`config.mk`:
```
export PLATFORM = sky130hd
export DESIGN_NAME = acc_cpu_core
export DESIGN_NICKNAME = d
export VERILOG_FILES = /design/src/rtl/acc_cpu_core.sv
export SDC_FILE = /design/constraint.sdc
export NUM_CORES = 1
export LEC_CHECK = 0
export CAP_MARGIN = 20
export CORE_MARGIN = 4
export CORE_UTILIZATION = 60
export DETAILED_ROUTE_END_ITERATION = 10
export PLACE_DENSITY = 0.83
export SYNTH_ARGS = -nofsm -noshare
export SYNTH_HDL_FRONTEND = slang
export SYNTH_SLANG_ARGS = --single-unit
```
`constraint.sdc`:
```
create_clock -name clk -period 6.25 [get_ports clk]
set_clock_uncertainty 0.2 [all_clocks]
set_input_delay 1.25 -clock clk [delete_from_list [all_inputs] [get_ports clk]]
set_output_delay 1.25 -clock clk [all_outputs]
set_load 0.01 [all_outputs]
```
`src/rtl/acc_cpu_core.sv`:
```
// Accumulator processor core: FETCH/EXEC sequencer, 4-bit opcode ISA, register file,
// writable program memory and a multi-cycle restoring divider.
module acc_cpu_core #(
  parameter int DW  = 8,
  parameter int OPW = 4
) (
  input  logic           clk,
  input  logic           rstn,
  input  logic           pause,
  input  logic           start,
  input  logic           prog_we,
  input  logic [OPW-1:0] prog_addr,
  input  logic [OPW+3:0] prog_data,
  input  logic [OPW-1:0] dbg_raddr,
  output logic [DW-1:0]  dbg_rdata,
  output logic [DW-1:0]  acc,
  output logic [DW-1:0]  ext,
  output logic           cb,
  output logic           halted,
  output logic           busy
);

  localparam int IW    = OPW + 4;
  localparam int DEPTH = 2 ** OPW;
  localparam int CW    = $clog2(DW + 1);

  localparam logic [3:0] OP_SYS = 4'h0, OP_ADD = 4'h1, OP_SUB = 4'h2, OP_MUL = 4'h3;
  localparam logic [3:0] OP_DIV = 4'h4, OP_AND = 4'h5, OP_XOR = 4'h6, OP_CMP = 4'h7;
  localparam logic [3:0] OP_BR  = 4'h8, OP_LDA = 4'h9, OP_STA = 4'hA, OP_JMP = 4'hB;
  localparam logic [3:0] OP_HLT = 4'hF;

  typedef enum logic [1:0] {S_HALT, S_FETCH, S_EXEC, S_DIV} state_t;

  state_t         state, state_nx;
  logic [OPW-1:0] pc, pc_nx;
  logic [IW-1:0]  ir;
  logic [DW-1:0]  acc_nx, ext_nx;
  logic           cb_nx;
  logic           reg_we, div_go, do_halt;

  logic [IW-1:0]  prog_mem [DEPTH];
  logic [DW-1:0]  regs     [DEPTH];

  logic [DW-1:0]  div_q, div_r;
  logic [CW-1:0]  div_cnt;

  logic [3:0]      opcode;
  logic [OPW-1:0]  n;
  logic [DW-1:0]   rn;
  logic [DW:0]     sum, diff, inc, dec;
  logic [2*DW-1:0] prod;

  assign opcode = ir[IW-1:OPW];
  assign n      = ir[OPW-1:0];
  assign rn     = regs[n];

  // The top bit of each DW+1 wide result is the carry (add) or borrow (subtract).
  assign sum  = {1'b0, acc} + {1'b0, rn};
  assign diff = {1'b0, acc} - {1'b0, rn};
  assign inc  = {1'b0, acc} + (DW+1)'(1);
  assign dec  = {1'b0, acc} - (DW+1)'(1);
  assign prod = {{DW{1'b0}}, acc} * {{DW{1'b0}}, rn};

  // One restoring step: shift the next dividend bit into the partial remainder, keep the trial
  // subtraction only if it did not borrow.
  logic [DW:0]   rem_sh, trial;
  logic          fits;
  logic [DW-1:0] step_q, step_r;

  assign rem_sh = {div_r, div_q[DW-1]};
  assign trial  = rem_sh - {1'b0, rn};
  assign fits   = ~trial[DW];
  assign step_r = fits ? trial[DW-1:0] : rem_sh[DW-1:0];
  assign step_q = {div_q[DW-2:0], fits};

  always_comb begin
    // NOTE: every output of a combinational block gets a default first so no path infers a latch.
    acc_nx  = acc;
    ext_nx  = ext;
    cb_nx   = cb;
    pc_nx   = pc;
    reg_we  = 1'b0;
    div_go  = 1'b0;
    do_halt = 1'b0;
    case (opcode)
      OP_SYS: begin
        case (int'(n))
          1: acc_nx = {acc[DW-2:0], 1'b0};
          2: acc_nx = {1'b0, acc[DW-1:1]};
          3: acc_nx = {acc[0], acc[DW-1:1]};
          4: acc_nx = {acc[DW-2:0], acc[DW-1]};
          5: acc_nx = {acc[DW-1], acc[DW-1:1]};
          6: {cb_nx, acc_nx} = inc;
          7: {cb_nx, acc_nx} = dec;
          default: ;
        endcase
      end
      OP_ADD: {cb_nx, acc_nx} = sum;
      OP_SUB: {cb_nx, acc_nx} = diff;
      OP_MUL: {ext_nx, acc_nx} = prod;
      OP_DIV: begin
        if (rn == '0) begin
          acc_nx = '1;
          ext_nx = acc;
          cb_nx  = 1'b1;
        end else begin
          div_go = 1'b1;
        end
      end
      OP_AND: acc_nx = acc & rn;
      OP_XOR: acc_nx = acc ^ rn;
      OP_CMP: cb_nx  = diff[DW];
      OP_BR:  if (cb) pc_nx = n;
      OP_LDA: acc_nx = rn;
      OP_STA: reg_we = 1'b1;
      OP_JMP: pc_nx  = n;
      OP_HLT: do_halt = &n;
      default: ;
    endcase
  end

  always_comb begin
    state_nx = state;
    if (!pause) begin
      case (state)
        S_HALT:  if (start) state_nx = S_FETCH;
        S_FETCH: state_nx = S_EXEC;
        S_EXEC:  state_nx = do_halt ? S_HALT : (div_go ? S_DIV : S_FETCH);
        S_DIV:   if (div_cnt == CW'(1)) state_nx = S_FETCH;
        default: state_nx = S_HALT;
      endcase
    end
  end

  always_ff @(posedge clk or negedge rstn) begin
    if (!rstn) state <= S_HALT;
    else       state <= state_nx;
  end

  // NOTE: sequential state is written with non-blocking assignments so every register samples
  // pre-edge values regardless of statement order.
  always_ff @(posedge clk or negedge rstn) begin
    if (!rstn) begin
      pc      <= '0;
      ir      <= '0;
      acc     <= '0;
      ext     <= '0;
      cb      <= 1'b0;
      div_q   <= '0;
      div_r   <= '0;
      div_cnt <= '0;
      for (int i = 0; i < DEPTH; i++) regs[i] <= DW'(i + 1);
    end else if (!pause) begin
      case (state)
        S_HALT: if (start) pc <= '0;
        S_FETCH: begin
          ir <= prog_mem[pc];
          pc <= pc + OPW'(1);
        end
        S_EXEC: begin
          acc <= acc_nx;
          ext <= ext_nx;
          cb  <= cb_nx;
          pc  <= pc_nx;
          if (reg_we) regs[n] <= acc;
          if (div_go) begin
            div_q   <= acc;
            div_r   <= '0;
            div_cnt <= CW'(DW);
          end
        end
        S_DIV: begin
          div_q   <= step_q;
          div_r   <= step_r;
          div_cnt <= div_cnt - CW'(1);
          if (div_cnt == CW'(1)) begin
            acc <= step_q;
            ext <= step_r;
            cb  <= 1'b0;
          end
        end
        default: ;
      endcase
    end
  end

  // NOTE: program memory has no reset so it maps onto plain RAM; its contents survive rstn.
  always_ff @(posedge clk) begin
    if (prog_we && state == S_HALT) prog_mem[prog_addr] <= prog_data;
  end

  assign dbg_rdata = regs[dbg_raddr];
  assign halted    = (state == S_HALT);
  assign busy      = (state != S_HALT);

endmodule

```
Yosys cells after proc, flatten, opt, wreduce, memory -nomap -nowiden. Memory sizes are Yosys's and may differ from the RTL's. A register that Yosys moved wholly into a read port is not among the register bits. Cells that the tools add are included. W data, S select, Z words.

Register bits: 171. Output and inout bits: 27. Bits of input ports: 21. Memories: 1. Logic and storage cells: 144. Memory bits (writable): 128. ROM bits: 0. Latch bits: 0.

Memories: prog_mem (words 16, width 8, rd ports 1, clocked after Yosys merged registers in 1, wr ports 1, RTL line 41) `logic [IW-1:0] prog_mem [DEPTH];`.

Multiply operators: 1. Reductions and logical operators: 20. Magnitude comparators: 3. Bitwise operators: 6. Muxes and demuxes: 45. Divide/modulo/power cells: 0. Shift operators: 0. $add $sub $neg: 7. Eq/ne operators: 36.

Operator list (count): $bwmux W128 (1); $mux W8 (12); $pmux W8 S2 (5); $bmux W8 S4 (2); $pmux W8 S8 (1); $pmux W8 S7 (1); $demux W8 S4 (1); $eq A4 B3 Y1 const B (8); $eq A4 B4 Y1 const B (5); $eq A4 B2 Y1 const B (4); $mul A8 B8 Y16 (1); $pmux W4 S2 (2); $eq A4 B1 Y1 const B (3); $mux W4 (3); $pmux W4 S3 (1); $reduce_and A6 Y1 (2); $ge A5 B5 Y1 const B (2); $not A4 Y5 (2); $reduce_and A5 Y1 (2); $add A8 B1 Y9 const B (1); $add A8 B8 Y9 (1); $ne A3 B3 Y1 const B (3); $ne A9 B1 Y1 const B (1); $ne A9 B4 Y1 const B (1); 33 further kinds (53).

Longest topological paths before layout.
Word-level depth: 10. Mapped depth: 24. Gate-level depth less buffers: 22.

Worst setup path after synthesis. OpenSTA, ideal clock, no wires.

Kind: register -> register. Start point: register ir[0] (read register of prog_mem). End point: register ext[6]. Clock period less this slack: 5698 ps. Required time: 5921 ps. Data arrival time: 5369 ps. Path slack: 552 ps. Cell stages (with the launch flop): 22. Path buffers: 1. Library setup time: 129 ps. Path through: dfrtp_1 buf_4 mux4_2 a22oi_1 nand2_2 inv_1 nor2_1 fa_1 fa_1 fa_1 inv_1 fa_1 inv_1 ha_1 or2_2 o31ai_1 a211oi_1 o31ai_1 xor2_1 nor3_1 a221oi_1 a21oi_1.

Word-level cells in the longest chain between the ends: 8. Elaborated cells between the ends (all ways): 13. Classes of those cells: 1 x add/sub; 1 x mul; 1 x eq/ne; 7 x mux; 1 x bitwise; 2 x reduce/logical.

Ends and longest elaborated chain: from (decl) (RTL line 36) `logic [IW-1:0] ir;`; $not A4 Y5 (not written as such) (*) (RTL line 55) `assign rn = regs[n];`; $bmux W8 S4 (*) (RTL line 55); $mux W8 (not written as such) (*) (2 in series) (RTL line 55); parallel branches: the longest is 4 deep, another holds $mul A8 B8 Y16; to (signal assigned) (RTL line 162) `ext <= ext_nx;`; to (signal assigned) (RTL line 178) `ext <= step_r;`; to (decl) (RTL line 17) `output logic [DW-1:0] ext,`.

Every way passes the cells marked *. The select of a mux whose other input is x is not followed. A chain may end at the register's enable or synchronous reset.

Final worst setup path.
Start point: register ir[0] (read register of prog_mem). End point: register acc[7].

Word-level cells in the longest chain between the ends: 7. Elaborated cells between the ends (all ways): 24. Classes of those cells: 2 x add/sub; 1 x mul; 10 x eq/ne; 6 x mux; 3 x bitwise; 2 x reduce/logical.

Ends and longest elaborated chain: $not A4 Y5 (not written as such) (RTL line 55); $bmux W8 S4 (RTL line 55); $mux W8 (not written as such) (2 in series) (RTL line 55); $mul A8 B8 Y16 (tied with other cells) (RTL line 62) `assign prod = {{DW{1'b0}}, acc} * {{DW{1'b0}}, rn};`; $pmux W8 S8 / $ne A3 B3 Y1 (equally long branches); $pmux W8 S2 / $reduce_and A7 Y1 (equally long branches); to (signal assigned) (RTL line 161) `acc <= acc_nx;`; to (signal assigned) (RTL line 177) `acc <= step_q;`; to (decl) (RTL line 16) `output logic [DW-1:0] acc,`.

Parallel ways exist; a longest one is shown, timed or not. The select of a mux whose other input is x is not followed.

==> results_dict.tcl <==
set metrics [dict create \
    cts_tree "done" \
    grt_max_degree 82 \
    outcome "completed" \
    finalCritPeriodShare 0.9616 \
    r2r_end "acc[7]" \
    clkSlewWorstSetupHoldPaths_ns 0.06 \
    vdd_ir_drop_max_mv 0.3194 \
    via_per_inst 6.650 \
    syn2layout_area_growth_pct 11.52 \
    ys_async_sr_fraction 0.5831 \
    reg2reg_depth 24 \
    ys_ff_latch 307 \
    synth_cells 1509 \
    hold_start "regs[113]" \
    synthTopCellsByCount "nand2_1, dfrtp_1, edfxtp_1" \
    clk_latency_ns 0.53 \
    reg2reg_slack_ns 0.24 \
    finalWorstSetupSlack_ns 0.2398 \
    ys.flop_type "dfrtp_1" \
    hold_path_depth 2 \
    gp_congestion 0.9865 \
    worstPathMaxFanout 27 \
    fin_nets 1673 \
    antenna_left 0 \
    clockRootBuffer "clkbuf_16" \
    power_leakage_nw 8.313 \
    netlist_area_mm2 0.01822 \
    postSynthAreaPerCell_um2 12.07 \
    arrival_ns 6.23 \
    grt_pass1_wl_mm 77.07 \
    cap_viol_max_count 0 \
    yosysSeqAreaShare 0.4591 \
    drt_wl_total_mm 48.45 \
    routed-via-count 13021 \
    end_kind "flip-flop" \
    drive_gt1_frac 0.2321 \
    cts_hold_buf 0 \
    path_class "reg2reg" \
    final_cells 1958 \
    cts_buffers 34 \
    clock-sinks 307 \
    dieHeight_um 182.3 \
    io_buffers 47 \
    fp-row-count 63 \
    num_io_pins 48 \
    crit_buf_inv 8 \
    antenna_found_initial 0 \
    synthTopCellsByArea "edfxtp_1, dfrtp_1, mux4_2" \
    min_to "regs[113]" \
    hp-class "reg2reg" \
    dp_hpwl_mm 33.29 \
    crit_chain "buf_12 -> buf_12 -> buf_4 -> mux4_2 -> a22oi_1 -> buf_4 -> nand2_2 -> buf_4 -> and2_1 -> ha_1 -> ha_1 -> inv_1 -> fa_1 -> inv_1 -> ha_1 -> inv_1 -> fa_1 -> nor2b_1 -> o31ai_1 -> a21boi_0 -> a221o_1 -> nor3_1 -> a2bb2oi_1 -> mux2_2" \
    antenna_cells 0 \
    rsz0062_at_grt "no" \
    maxSlewViolCount 0 \
    rr_startpoint "ir[0]" \
    cp_data_required_time_ns 6.47 \
    num-fill-cells 2051 \
    first_pass_iters 7 \
    fin_crit_ns 6.010 \
    cp_slowest_cell "mux4_2" \
    yosysTopAreaCellShare 0.2110 \
    grt_pass1_vias 13472 \
    cp_slowest_stage_delay_ns 0.56 \
    worst_pin_slew_ns 1.017 \
    route.detailed.drc 0 \
    synth_largest_area_cell "edfxtp_1" \
    grt.overflow.total 0 \
    wl_per_cell_um 24.75 \
    htreeDepth 2 \
    pre_cts_slack_ns 0.1301 \
    initial_core_util 0.6114 \
    drt_iter0_markers 1177 \
    slew_headroom 0.3180 \
    synth_edf_count 128 \
    coreArea_mm2 0.02980 \
    die_area_mm2 0.03322 \
    cpLargestDelayFamily "adder cells" \
    hold_viol 0 \
    timing.setup.tns_ns 0 \
    dp_cells 1897 \
    ys_warn_count 0 \
    die_w_um 182.3 \
    fmax_ghz 0.1664 \
    clockBufferDepth 3 \
    cp-start-kind "flip-flop" \
    finalSetupViolCount 0 \
    syn_nets 1638 \
    synth_most_common_cell "nand2_1" \
    yosys.cell_types.count 69 \
    power_density_mw_per_mm2 382.4 \
    track_usage 0.2956 \
]
registers in the layout (all words and copies together) (netlist names), 2 cells and up:
| register | cells |
|---|---|
| ir | 8 |
| div_q | 8 |
| prog_mem | 128 |
| regs | 128 |
| ext | 8 |
| pc | 4 |
| state | 2 |
| div_r | 8 |
| acc | 8 |
| div_cnt | 4 |
layout make-up:
cell class	instances	area, µm²	share of cell area
multi-input combinational	1020	9154	0.4506
sequential	307	8369	0.4120
clock buffer	48	975.9	0.04804
timing repair buffer	101	922.1	0.04539
tap	390	488.0	0.02402
inverter	80	300.3	0.01478
clock inverter	12	106.4	0.005235
through the flow:
stage	power (mW)	instance area, µm²	util	hold slack, ns
4_1_cts	7.717	20270	0.6804	0.2920
3_3_place_gp	5.693	19190	0.6441	0.2713
3_5_place_dp	5.743	19190	0.6441	0.2834
2_1_floorplan	4.711	18220	-	0.2612
6_report	7.769	20320	0.6818	0.2885
5_1_grt	8.159	20320	0.6818	0.3046
cells by family after synthesis:
logic type / count (synthesis) / share of synthesized area
flops: 307 / 0.4591
xor+xnor: 32 / 0.01538
compound gates: 294 / 0.1018
buf+inv: 182 / 0.03983
simple gates: 380 / 0.09664
fa+ha+maj: 108 / 0.09025
mux: 206 / 0.1970
worst reg2reg max path, cell delays in order, from the launching register on:
cell       delay [ns]
dfrtp_2          0.37
buf_12           0.14
buf_12           0.17
buf_4            0.34
mux4_2           0.57
a22oi_1          0.35
buf_4            0.21
nand2_2          0.07
buf_4            0.18
and2_1           0.17
ha_1             0.29
ha_1             0.18
inv_1            0.07
fa_1             0.41
inv_1            0.07
ha_1             0.18
inv_1            0.07
fa_1             0.46
nor2b_1          0.21
o31ai_1          0.16
a21boi_0         0.19
a221o_1          0.38
nor3_1           0.14
a2bb2oi_1        0.08
mux2_2           0.26
power breakdown:
part	switching [mW]	internal, mW	total (mW)
Combinational	1.84	1.34	3.18
Sequential	0.340	2.29	2.63
Clock	0.819	1.14	1.96
Total	3.00	4.77	7.77
placed cells by master (no fill, tap or decap), types with 20 or more instances in the layout:
| cell | synthesis | routed |
|---|---|---|
| nor3_1 | 28 | 27 |
| fa_1 | 39 | 39 |
| clkbuf_16 | 0 | 35 |
| a21oi_1 | 58 | 58 |
| dfrtp_1 | 146 | 142 |
| clkdlybuf4s50_1 | 0 | 45 |
| ha_1 | 69 | 69 |
| mux2_2 | 80 | 80 |
| dfstp_2 | 33 | 33 |
| mux4_2 | 112 | 112 |
| nor2_1 | 85 | 85 |
| a22oi_1 | 24 | 23 |
| edfxtp_1 | 128 | 128 |
| and2_1 | 21 | 20 |
| nand2_1 | 162 | 160 |
| o21ai_0 | 111 | 111 |
| buf_4 | 3 | 50 |
| inv_1 | 80 | 80 |
metal layers:
metal,vias to the layer above,global-route usage,wire [µm]
met1,6480,0.3938,18570
met5,-,0,0
li1,5626,-,-
met3,166,0.05561,3962
met4,0,0.1207,2066
met2,749,0.4848,23850
how the worst max path moves through the flow:
stage / slack, ns / end / depth (start not counted) / from
floorplan: 0.55 / ext[6] / 21 / ir[0]
global placement: 0.22 / ext[6] / 21 / ir[0]
detailed placement: 0.13 / ext[6] / 20 / ir[0]
CTS: 0.16 / ext[6] / 20 / ir[0]
global route: 0.004 / acc[7] / 21 / ir[0]
finish: 0.24 / acc[7] / 24 / ir[0]
timing repair:
item | CTS | global route
endpoints found under the setup margin | 0 | 5
resized for setup | 0 | 6
setup buffers | 0 | 1
(Power assumes the default switching activity.)
